`config.mk`:
```
export PLATFORM = sky130hd
export DESIGN_NAME = sub_128_seq
export DESIGN_NICKNAME = d
export VERILOG_FILES = /design/src/rtl/sub_128_seq.sv
export SDC_FILE = /design/constraint.sdc
export NUM_CORES = 1
export LEC_CHECK = 0
export CELL_PAD_IN_SITES_DETAIL_PLACEMENT = 1
export CELL_PAD_IN_SITES_GLOBAL_PLACEMENT = 1
export CORE_MARGIN = 5
export CORE_UTILIZATION = 39
export CTS_BUF_LIST = sky130_fd_sc_hd__clkbuf_16
export DETAILED_ROUTE_END_ITERATION = 8
export GPL_ROUTABILITY_DRIVEN = 0
export PLACE_DENSITY_LB_ADDON = 0.2
export RECOVER_POWER = 50
export SLEW_MARGIN = 20
export SYNTH_ARGS = -nofsm -noshare
export SYNTH_HDL_FRONTEND = slang
export SYNTH_SLANG_ARGS = --single-unit
```
`constraint.sdc`:
```
create_clock -name clk -period 5.2 [get_ports clk]
set_input_delay 0.52 -clock clk [delete_from_list [all_inputs] [get_ports clk]]
set_output_delay 0.52 -clock clk [all_outputs]
set_load 0.02 [all_outputs]
```
`src/rtl/sub_128_seq.sv`:
```
// Multi-cycle M-bit subtractor: diff = a - b - bin, one W-bit chunk per cycle, LSB chunk first.
// Valid/ready on both sides, one operation in flight.
module sub_128_seq #(
  parameter int unsigned M = 128,
  parameter int unsigned W = 32
) (
  input  logic         clk,
  input  logic         rst_n,
  input  logic         in_valid,
  output logic         in_ready,
  input  logic [M-1:0] a,
  input  logic [M-1:0] b,
  input  logic         bin,
  output logic         out_valid,
  input  logic         out_ready,
  output logic [M-1:0] diff,
  output logic         bout
);

  localparam int unsigned NCH  = M / W;
  localparam int unsigned IdxW = (NCH > 1) ? $clog2(NCH) : 1;

  typedef enum logic [1:0] {StIdle, StRun, StDone} state_e;

  state_e            state_q, state_d;
  logic [M-1:0]      a_q, a_d;
  logic [M-1:0]      b_q, b_d;
  logic [M-1:0]      diff_q, diff_d;
  logic              borrow_q, borrow_d;
  logic              bout_q, bout_d;
  logic [IdxW-1:0]   idx_q, idx_d;
  logic [W:0]        sub;

  always_ff @(posedge clk or negedge rst_n) begin
    if (!rst_n) begin
      state_q  <= StIdle;
      a_q      <= '0;
      b_q      <= '0;
      diff_q   <= '0;
      borrow_q <= 1'b0;
      bout_q   <= 1'b0;
      idx_q    <= '0;
    end else begin
      state_q  <= state_d;
      a_q      <= a_d;
      b_q      <= b_d;
      diff_q   <= diff_d;
      borrow_q <= borrow_d;
      bout_q   <= bout_d;
      idx_q    <= idx_d;
    end
  end

  always_comb begin
    state_d  = state_q;
    a_d      = a_q;
    b_d      = b_q;
    diff_d   = diff_q;
    borrow_d = borrow_q;
    bout_d   = bout_q;
    idx_d    = idx_q;
    // W+1-bit difference of the current chunk; the top bit is the borrow out.
    sub = {1'b0, a_q[idx_q*W +: W]} - {1'b0, b_q[idx_q*W +: W]} - {{W{1'b0}}, borrow_q};

    unique case (state_q)
      StIdle: begin
        if (in_valid) begin
          a_d      = a;
          b_d      = b;
          borrow_d = bin;
          idx_d    = '0;
          state_d  = StRun;
        end
      end
      StRun: begin
        diff_d[idx_q*W +: W] = sub[W-1:0];
        borrow_d             = sub[W];
        if (idx_q == IdxW'(NCH - 1)) begin
          bout_d  = sub[W];
          idx_d   = '0;
          state_d = StDone;
        end else begin
          idx_d = idx_q + IdxW'(1);
        end
      end
      StDone: begin
        if (out_ready) begin
          state_d = StIdle;
        end
      end
      default: state_d = StIdle;
    endcase
  end

  assign in_ready  = (state_q == StIdle);
  assign out_valid = (state_q == StDone);
  assign diff      = diff_q;
  assign bout      = bout_q;

endmodule

```
Word level (Yosys, flattened, before mapping). Index checks and enable logic that the tools add are counted.

Add/subtract/negate cells: 4. Equality and inequality tests: 6. Shift-type cells: 4. Mux-type cells: 10. Reduce and logical (&&, ||, !) cells: 6.

Operator list (count): $shiftx 128x8->32 (2); $bwmux 128 (1); $shift 32x34->128 const A (1); $shiftx 32x34->128 (1); $neg 7->34 (1); $sub 32x32->33 (1); $sub 33x1->33 (1); $mux 2 (5); $pmux 2 s3 (1); $reduce_and 2->1 (3); $eq 2x2->1 const B (2); $ne 2x2->1 const B (2); $pmux 2 s2 (1); $reduce_and 3->1 (1); $add 2x1->2 const B (1); $eq 2x1->1 const B (1); $logic_not 2->1 (1); $ne 2x1->1 const B (1); $pmux 1 s2 (1); $reduce_bool 2->1 (1); $mux 1 (1).

Flip-flop bits (word level): 390. Output and inout bits: 131.

Longest topological paths before layout.
Word-level depth: 5. Mapped depth: 16.

Worst setup path after synthesis. No wires, ideal clock.

Path kind: register to register. From: reg idx_q[0]. To: reg diff_q[30] (netlist: diff[30]). Setup time: 0.079 ns. Data arrival time: 4.040 ns. Path slack: 1.081 ns. Stages on the path, launching flop included: 17. Period minus slack after synthesis: 4.119 ns. Cells stage by stage: dfrtp_1 buf_2 buf_2 buf_1 mux4_2 ha_1 inv_1 ha_1 clkbuf_1 a21oi_1 o21ai_0 a21oi_1 or3_1 a21oi_1 nor3_2 mux2_4 o21ai_1.

Longest elaborated chain between the ends: 5. Elaborated cells on any way between the ends: 8. Classes of those cells: 3 x add/sub; 4 x shift; 1 x mux.

RTL lines: from (decl) (line 31) `logic [IdxW-1:0] idx_q, idx_d;`; from (signal assigned) (line 50) `idx_q <= idx_d;`; $shiftx 128x8->32 (line 63) `sub = {1'b0, a_q[idx_q*W +: W]} - {1'b0, b_q[idx_q*W +: W]} - {{W{1'b0}}, borrow_q};`; $sub 32x32->33 (line 63); $sub 33x1->33 (line 63); $shiftx 32x34->128 (line 76) `diff_d[idx_q*W +: W] = sub[W-1:0];`; $bwmux 128 (*) (line 76); to (signal assigned) (line 47) `diff_q <= diff_d;`; to (decl) (line 28) `logic [M-1:0] diff_q, diff_d;`.

Every way passes the cells marked *; elsewhere a longest branch is shown, timed or not. A chain may end at the register's enable or synchronous reset.

Worst setup path after layout.
From: reg idx_q[0]. To: reg diff_q[48] (netlist: diff[48]).

The elaborated chain is that of the path after synthesis.

==> tab_implementation.tex <==
\begin{tabular}{lr}
\hline
Metric & Value \\
\hline
\multicolumn{2}{l}{\textbf{Yosys}} \\
Proportion of netlist area held by the largest area contributor & a little over half \\
Synth unique cells & 59 \\
Most common flop cell mapped by yosys & sky130\_fd\_sc\_hd\_\_dfrtp\_1 \\
Fraction of registers with async set/reset & 100.0\% \\
Cell Area, Synth & 0.01840 sq mm \\
Number of synthesized flops with an enable pin & 0 \\
Number of warning messages in the yosys log & 0 \\
Largest cells by area after synthesis & sky130\_fd\_sc\_hd\_\_dfrtp\_1 (53\%), sky130\_fd\_sc\_hd\_\_nand2\_1 (17\%), sky130\_fd\_sc\_hd\_\_mux4\_2 (7.7\%) \\
Net count after synthesis & 2,217 \\
Most frequently used cell type in the post-synthesis netlist & sky130\_fd\_sc\_hd\_\_nand2\_1 \\
Share of the yosys chip area belonging to registers & 53.05\% \\
Average instance area after synthesis & 9.743 sq um \\
Synthesized flop and latch total & a little under 400 \\
Top cells by instance count after synthesis & sky130\_fd\_sc\_hd\_\_nand2\_1 (820), sky130\_fd\_sc\_hd\_\_dfrtp\_1 (390), sky130\_fd\_sc\_hd\_\_a22o\_1 (104), sky130\_fd\_sc\_hd\_\_inv\_1 (104), sky130\_fd\_sc\_hd\_\_clkbuf\_1 (88) \\
Cell taking the most area after synthesis & sky130\_fd\_sc\_hd\_\_dfrtp\_1 \\
Post-synthesis cell count & 1,888 \\
\multicolumn{2}{l}{\textbf{STA}} \\
Final slew viol count & 504 \\
Fin Setup TNS & 0 ps \\
Final count of hold timing violations & 0 \\
Final worst-path setup slack & 607.5 ps \\
Final Skew & 22.28 ps \\
Post-route fraction of the period consumed by the critical path & 88.32\% \\
Setup violation total in the final timing report & 0 \\
Fmax & 217.7 MHz \\
Min cycle time layout & 4593 ps \\
Slew Limit Headroom & -140.7\% \\
Actual slew at the worst max-slew pin & 3601 ps \\
RSZ-0062 raised after global routing & false \\
\multicolumn{2}{l}{\textbf{Cells and area}} \\
Layout-stage area growth over the synthesis result & 31.51\% \\
Share of cells above drive strength 1 & around 7.1\% \\
Net count reported at finish & 2,574 \\
\multicolumn{2}{l}{\textbf{GRT}} \\
Initial antenna violation count & 2 \\
Maximum number of pins on one net before global-route repair & $\sim$140 \\
Via count of the first global-routing pass & between 15,000 and 20,000 \\
GRT Resource Usage Total & around a quarter \\
Total congestion overflow after global routing & 0 \\
Wire length of the first global-routing pass & 96.65 mm \\
\multicolumn{2}{l}{\textbf{Drt}} \\
Vias & 15,130 \\
First-pass iteration count of the detailed router & 5 \\
Number of design rule violations left after detail routing & 0 \\
WL per Instance & 22.12 um \\
Final antenna-violating net count & 0 \\
Detailed-route vias per instance & 5.241 \\
Initial DRC Count & 1,037 \\
Total wire length after detailed routing & 63.87 mm \\
\multicolumn{2}{l}{\textbf{Critical path}} \\
Family with the most delay on the worst path & compound AO/OA/AOI/OAI gates \\
Crit path depth & 13 \\
Delay contributed by the slowest stage of the critical path & 900 ps \\
Most repeated library cell on the critical path & sky130\_fd\_sc\_hd\_\_ha\_1 \\
Data arrival time of the critical path & 5090 ps \\
Critical path buffer and inverter count & 2 \\
Setup slack of the most critical reg-to-reg path & 610 ps \\
Cell breakdown of the critical path & buf\_4, mux4\_2, ha\_1, inv\_1, ha\_1, a21boi\_2, o22ai\_2, nor3b\_2, o211ai\_2, and2b\_1, o21ai\_0, xor2\_1, a22o\_1 \\
Depth of the worst register-to-register path & 13 \\
Worst Setup End Kind & flop \\
Critical path startpoint category & flop \\
FF-to-FF End & diff[48] \\
Largest fanout on the critical path & 36 \\
Type of the setup path with the least slack & reg2reg \\
CP max stage cell & sky130\_fd\_sc\_hd\_\_dfrtp\_4 \\
CP Data Required Time & 5700 ps \\
Critical R2R Launch & idx\_q[0] \\
\multicolumn{2}{l}{\textbf{Clock tree}} \\
Clock transition at the registers of the reported paths & 60 ps \\
Clock Latency Late Sink & just under 600 ps \\
Number of H-tree levels & 2 \\
TritonCTS clock tree & built \\
Number of buffers on the longest clock path & 3 \\
Number of buffers inserted for hold repair after clock tree synthesis & 0 \\
Num Clock Sinks & about 400 \\
Gates resized, CTS repair & 0 \\
Clock tree root driver cell & sky130\_fd\_sc\_hd\_\_clkbuf\_16 \\
CTS Buf Count & 44 \\
Post-CTS setup buffers & 0 \\
\multicolumn{2}{l}{\textbf{Outcome}} \\
Result of the run & finished, violations left \\
Violated checks & capacitance limit, slew limit \\
\multicolumn{2}{l}{\textbf{Hold path}} \\
Capture endpoint of the worst hold path & a\_q[120] \\
WHS Path Cells & 2 \\
Worst hold path class & reg2reg \\
Startpoint of the worst hold path & a\_q[120] \\
\multicolumn{2}{l}{\textbf{Placement}} \\
Number of buffers added on ports & 391 \\
Worst setup timing slack at the placement stage & 602.1 ps \\
Final HPWL from detailed placement & between 40 and 50 mm \\
\multicolumn{2}{l}{\textbf{Die}} \\
I/O Pins & 392 \\
Initial Util & 39.43\% \\
Cell row count & 79 \\
DIE WIDTH & 227.2 um \\
Die Y-Extent & 227.2 um \\
Die area & 0.05161 sq mm \\
Placeable core region & 0.04665 sq mm \\
\multicolumn{2}{l}{\textbf{Flow run}} \\
Number of violations of the max-capacitance limit & 5 \\
\hline
\end{tabular}
-- worst reg2reg max path: stages (launching register included) --
cell and delay, ps:
sky130_fd_sc_hd__dfrtp_4 900, sky130_fd_sc_hd__buf_4 350, sky130_fd_sc_hd__mux4_2 560, sky130_fd_sc_hd__ha_1 310
sky130_fd_sc_hd__inv_1 40, sky130_fd_sc_hd__ha_1 340, sky130_fd_sc_hd__a21boi_2 230, sky130_fd_sc_hd__o22ai_2 140
sky130_fd_sc_hd__nor3b_2 240, sky130_fd_sc_hd__o211ai_2 180, sky130_fd_sc_hd__and2b_1 240, sky130_fd_sc_hd__o21ai_0 250
sky130_fd_sc_hd__xor2_1 510, sky130_fd_sc_hd__a22o_1 230
-- flip-flops by register name, indices dropped and copies added (netlist names) --
| name | cells |
|---|---|
| b_q | 128 |
| state_q | 2 |
| bout | 1 |
| idx_q | 2 |
| borrow_q | 1 |
| a_q | 128 |
| diff | 128 |
-- metrics by stage --
step	hold WS, ps	cell area, sq um	util (%)	cells
final	467.1	24190	51.85	2887
after global placement	453.2	22950	49.20	2806
after detailed placement	459.1	22950	49.20	2806
after global routing	452.5	24190	51.85	2887
after floorplan	224.4	18400	-	1888
after CTS	1.974	24230	51.94	2885
-- worst max path at each step --
stage,startpoint,to,slack [ps]
2_1_floorplan,idx_q[0],diff[30],1080
3_3_place_gp,idx_q[0],diff[18],730
3_5_place_dp,idx_q[0],diff[18],600
4_1_cts,idx_q[0],diff[48],510
5_1_grt,idx_q[0],diff[48],310
6_report,idx_q[0],diff[48],610
-- routing by layer --
metal,global-route usage [%],share of wire [%],vias up
met3,3.894,5.7,83
li1,-,-,6936
met2,39.49,48,480
met5,0,0,-
met1,33.88,43,7632
met4,7.716,3.0,0
-- area by class of cell --
| type | count | area (sq um) |
|---|---|---|
| Clock buffer | 44 | 1101 |
| Timing Repair Buffer | 416 | 4130 |
| Tap cell | 607 | 759.5 |
| Antenna cell | 2 | 5.005 |
| Clock inverter | 35 | 177.7 |
| Inverter | 104 | 390.4 |
| Sequential cell | 390 | 9767 |
| Multi-Input combinational cell | 1289 | 7860 |
| Fill cell | 5179 | 22460 |
-- cells by family (layout without fill, tap and decap cells) --
logic type	Yosys count	count (layout)	share of synthesized area (%)
xor gates and xnor gates	27	27	1.326
and+or+nand+nor	896	896	19.03
muxes	66	66	7.904
adders and majority gates	68	68	4.707
DFF	390	390	53.05
AOI/OAI and AO/OA	232	232	9.645
buffers and inverters	209	599	4.333
other	0	2	0
-- cells in the final DEF (no fill, tap or decap), drive strengths merged, types with 21 or more instances in the layout --
cell           instances
a21oi                 32
a22o                 104
buf                   22
clkbuf                48
clkdlybuf4s50        328
clkinv                21
dfrtp                390
dlygate4sd3           62
ha                    66
inv                  117
mux4                  63
nand2                820
nor2                  25
o21ai                 45
Power is not shown: default switching activity piles up to over one toggle a cycle in this logic, so the estimate is an artifact.
==> RTL change 1 (same settings) <==
Set the parameter `W` to 128 (it was 32).
--- a/src/rtl/sub_128_seq.sv
+++ b/src/rtl/sub_128_seq.sv
@@ -2,7 +2,7 @@
 // Valid/ready on both sides, one operation in flight.
 module sub_128_seq #(
   parameter int unsigned M = 128,
-  parameter int unsigned W = 32
+  parameter int unsigned W = 128
 ) (
   input  logic         clk,
   input  logic         rst_n,
Function: changed (a bounded check fails within 4 cycles, from zero or initial values and one cycle with rst_n low).
==> RTL change 1 against the unedited design <==
  * Global-route usage rose by 0.11 points
  * Highest routed layer unchanged
  * The flow still finishes with violations (capacitance limit, slew limit)
  * Final area increased by 33%
  * Area after synthesis grew 41%
  * Critical path type unchanged
  * Critical endpoint is now diff[104]$_DFFE_PN0P_
  * Sequential cell count down 2
  * Routed wire length grew 42%
  * Setup slack worse by 0.11 ns
Power is left out: the tool's default activity adds up to more than one toggle a clock period on the data nets, which glitch-free logic cannot reach.
==> RTL change 1: results (changes against the unedited design) <==
status: "finished, violations left"  # unchanged
violations: "capacitance limit, slew limit"  # unchanged
gr-usage-met2: 0.4199  # was 0.3949
antenna_found_initial: 1  # was 2
ff_latch_area_um2: 9709  # was 9767 um^2
met2RoutedLength_um: 43740  # was 30580 um
endpoint: "diff[104]$_DFFE_PN0P_"  # was diff[48]$_DFFE_PN0P_
drt_wl_total_um: 90380  # was 63870 um
reg2reg_slack_ns: 0.50  # was 0.61 ns
grt_pass1_wl_um: 141400  # was 96650 um
grt_pass1_vias: 25550  # was 16130
drv_cap: 5  # unchanged
clock_latency_ns: 0.60  # was 0.58 ns
met1Wirelength_um: 38770  # was 27700 um
dpl_cell_area_um2: 30690  # was 22950 um^2
port_buffers: 391  # unchanged
syn_nets: 3587  # was 2217
nets: 3903  # was 2574
post-place-ws_ns: 0.5421  # was 0.6021 ns
synthTopCellsByCount: "inv_1 (424), nand2_1 (407), dfrtp_1 (388)"  # was nand2_1 (820), dfrtp_1 (390), a22o_1 (104), inv_1 (104), clkbuf_1 (88)
fin_hold_ws_ns: 0.4791  # was 0.4671 ns
synth-seq-area-share: 0.3731  # was 0.5305
globalRouteMet1Util: 0.3156  # was 0.3388
timing.final.max_slew_violations: 408  # was 504
reg2reg_depth: 15  # was 13
grt_use_met3: 0.04633  # was 0.03894
avgSynthCellArea_um2: 8.476  # was 9.743 um^2
synth.distinct_cells: 85  # was 59
crit_fanout: 4  # was 36
viasPerCell: 5.506  # was 5.241
min_from: "diff[121]$_DFFE_PN0P_"  # was a_q[120]$_DFFE_PN0P_
r2r_start: "a_q[0]$_DFFE_PN0P_"  # was idx_q[0]$_DFFE_PN0P_
grt_use_total: 0.2444  # was 0.2433
fin_worst_skew_ns: 0.02853  # was 0.02228 ns
place_inst: 4200  # was 2806
wl_met3_um: 5140  # was 3666 um
fill_cells: 7656  # was 5179
numCtsBuffers: 48  # was 44
cp.arrival_ns: 5.18  # was 5.09 ns
whs_endpoint: "diff[121]$_DFFE_PN0P_"  # was a_q[120]$_DFFE_PN0P_
[RTL change 1: cells by family after synthesis]
logic type                 synth area share
buffers and inverters               0.08381
DFF                                  0.3731
and+or+nand+nor                      0.1358
adders and majority gates            0.1237
muxes                               0.05784
AOI/OAI and AO/OA                    0.1905
xor gates and xnor gates            0.03534
[RTL change 1: final cells by class]
class / count / share of cell area
inverter: 424 / 0.04951
multi-input combinational: 2109 / 0.4399
sequential: 388 / 0.3021
clock buffer: 49 / 0.03815
antenna: 1 / 0.00007785
timing repair buffer: 415 / 0.1281
tap: 864 / 0.03363
clock inverter: 32 / 0.008641
[RTL change 1: critical path, cell delays in order, from the launching register on]
cell       delay (ns)
dfrtp_1          0.40
fa_1             0.56
inv_1            0.05
ha_1             0.18
or2_2            0.29
fa_1             0.42
nor3b_1          0.31
o21ai_2          0.14
o2111a_1         0.32
o21ai_1          0.24
a21oi_2          0.14
o2111ai_1        0.50
a2111oi_2        0.24
o21ai_0          0.30
nor3_1           0.08
or3b_1           0.44
==> RTL change 2 (same flow settings) <==
Without the edit above. `a_q` and `b_q` no longer have a reset.
--- a/src/rtl/sub_128_seq.sv
+++ b/src/rtl/sub_128_seq.sv
@@ -34,21 +34,22 @@
   always_ff @(posedge clk or negedge rst_n) begin
     if (!rst_n) begin
       state_q  <= StIdle;
-      a_q      <= '0;
-      b_q      <= '0;
       diff_q   <= '0;
       borrow_q <= 1'b0;
       bout_q   <= 1'b0;
       idx_q    <= '0;
     end else begin
       state_q  <= state_d;
-      a_q      <= a_d;
-      b_q      <= b_d;
       diff_q   <= diff_d;
       borrow_q <= borrow_d;
       bout_q   <= bout_d;
       idx_q    <= idx_d;
     end
+  end
+
+  always_ff @(posedge clk) begin
+    a_q <= a_d;
+    b_q <= b_d;
   end
 
   always_comb begin
Behaviour: same outputs for any inputs over 4 cycles, from zero or initial values and one cycle with rst_n low; that may be too few to reach the edited logic, so the function may still have changed.
==> RTL change 2 against the unedited design <==
  * The run still ends with capacitance limit, slew limit left
  * Via count fell by 26%
  * Setup slack got worse by 0.065 ns
  * Routed wire length fell by 22%
  * Critical path depth fell by 1
  * Sequential cell count did not move
  * Area after synthesis fell by 9.3%
  * First-iteration DRC count fell by 21%
  * Non-clock buffer count fell by 2
  * Final area fell by 6.5%
  * Sequential share of layout area rose by 8.5 points
  * Highest routed layer is now met5
Power is not shown: default switching activity piles up to over one toggle a cycle in this logic, so the estimate is an artifact.
==> RTL change 2: results (changes against the unedited design) <==
status: "finished, violations left"  # unchanged
violations: "capacitance limit, slew limit"  # unchanged
route.detailed.drc: 0  # unchanged
root_buffer: "clkbuf_16"  # unchanged
min_from: "diff[95]$_DFFE_PN0P_"  # was a_q[120]$_DFFE_PN0P_
grt_use_total: 0.2067  # was 0.2433
path_clk_slew_ns: 0.06  # about the same
synthTopCellsByCount: "edfxtp_1 (256), dfrtp_1 (134), inv_1 (106)"  # was nand2_1 (820), dfrtp_1 (390), a22o_1 (104), inv_1 (104), clkbuf_1 (88)
crit_fanout: 32  # was 36
hpwlAfterDp_um: 38280  # was 47730 um
reg2reg_depth: 12  # was 13
max_stage_delay_ns: 0.74  # was 0.90 ns
fin_worst_skew_ns: 0.01645  # was 0.02228 ns
antenna_found_initial: 9  # was 2
cp-startpoint: "idx_q[0]$_DFFE_PN0P_"  # unchanged
routedWlPerCell_um: 23.41  # was 22.12 um
drv_cap: 4  # was 5
cp.arrival_ns: 5.06  # was 5.09 ns
postCtsHoldBufs: 0  # unchanged
first_pass_iters: 5  # unchanged
synth_cells: 1131  # was 1888
timing.final.max_slew_violations: 259  # was 504
numCtsBuffers: 42  # was 44
ant_nets: 0  # unchanged
min_path_cells: 2  # unchanged
place_inst: 2034  # was 2806
async_flop_share: 0.3436  # was 1.000
vias: 11210  # was 15130
synth-seq-area-share: 0.6614  # was 0.5305
synthFlopType: "edfxtp_1"  # was dfrtp_1
grt_pass1_wl_um: 74990  # was 96650 um
tightest_slew_ns: 3.339  # was 3.601 ns
htree_levels: 2  # unchanged
layout-drive-gt1-share: 0.09745  # was 0.07112
drt_iter0_drc: 824  # was 1037
hold_class: "flip-flop to flip-flop"  # unchanged
whs_endpoint: "diff[95]$_DFFE_PN0P_"  # was a_q[120]$_DFFE_PN0P_
nets: 1868  # was 2574
synthTopCellsByArea: "edfxtp_1 (46%), dfrtp_1 (20%), mux4_2 (8.5%)"  # was dfrtp_1 (53%), nand2_1 (17%), mux4_2 (7.7%)
instances_no_fill: 2117  # was 2887
setup_tns_ns: 0  # unchanged
synth_edf_count: 256  # was 0
endpoint: "diff[24]$_DFFE_PN0P_"  # was diff[48]$_DFFE_PN0P_
clock_latency_ns: 0.55  # was 0.58 ns
reg2reg_slack_ns: 0.54  # was 0.61 ns
grt_max_degree: 121  # was 139
critPathTopFamily: "simple AND/OR/NAND/NOR gates"  # was compound AO/OA/AOI/OAI gates
clockBufferDepth: 3  # unchanged
cts_resized: 0  # unchanged
port_buffers: 391  # unchanged
syn_nets: 1460  # was 2217
cp_slowest_cell: "dfrtp_4"  # unchanged
grt_pass1_vias: 12320  # was 16130
## RTL change 2: changes by cell type after synthesis, moves of 8 or more
cell,before,now
nand2_1,820,90
dfrtp_1,390,134
edfxtp_1,0,256
clkbuf_1,88,42
a22o_1,104,80
o21ai_0,39,56
o21ai_1,4,20
buf_2,10,2
## RTL change 2: kinds of logic (layout without fill, tap and decap cells)
| kind of cell | Yosys count | after routing | synth area share |
|---|---|---|---|
| DFF | 390 | 390 | 0.6614 |
| AOI/OAI and AO/OA | 248 | 248 | 0.1031 |
| and+or+nand+nor | 180 | 180 | 0.04925 |
| buffers and inverters | 156 | 595 | 0.03523 |
| adders and majority gates | 68 | 68 | 0.05187 |
| muxes | 66 | 66 | 0.08710 |
| xor gates and xnor gates | 23 | 23 | 0.01207 |
| other | 0 | 8 | 0 |
## RTL change 2: final cells by class
class	instances	area, um^2
Antenna cell	8	20.02
Clock buffer	46	1151
Fill cell	4176	19510
Multi-Input combinational cell	585	5089
Inverter	106	401.6
Sequential cell	390	11050
Clock inverter	29	145.1
Tap cell	539	674.4
Timing Repair Buffer	414	4093
## RTL change 2: through the flow
stage               area [um^2]  hold slack [ns]  worst slack (ns)  utilization
finish                    22620           0.4853            0.5428       0.5369
global route              22610           0.5001            0.2744       0.5366
CTS                       22630          0.04723            0.5248       0.5371
detailed placement        21330           0.4748            0.5653       0.5063
global placement          21330           0.4623            0.6757       0.5063
floorplan                 16700           0.2244            0.3186            -
## RTL change 2: metal layers
layer  global-route usage  vias up  part of all wire
li1                     -     5099                 -
met1               0.2745     5677              0.43
met4              0.04129        6             0.017
met2               0.3575      360              0.50
met3              0.04197       70             0.056
met5                    0        -           0.00079
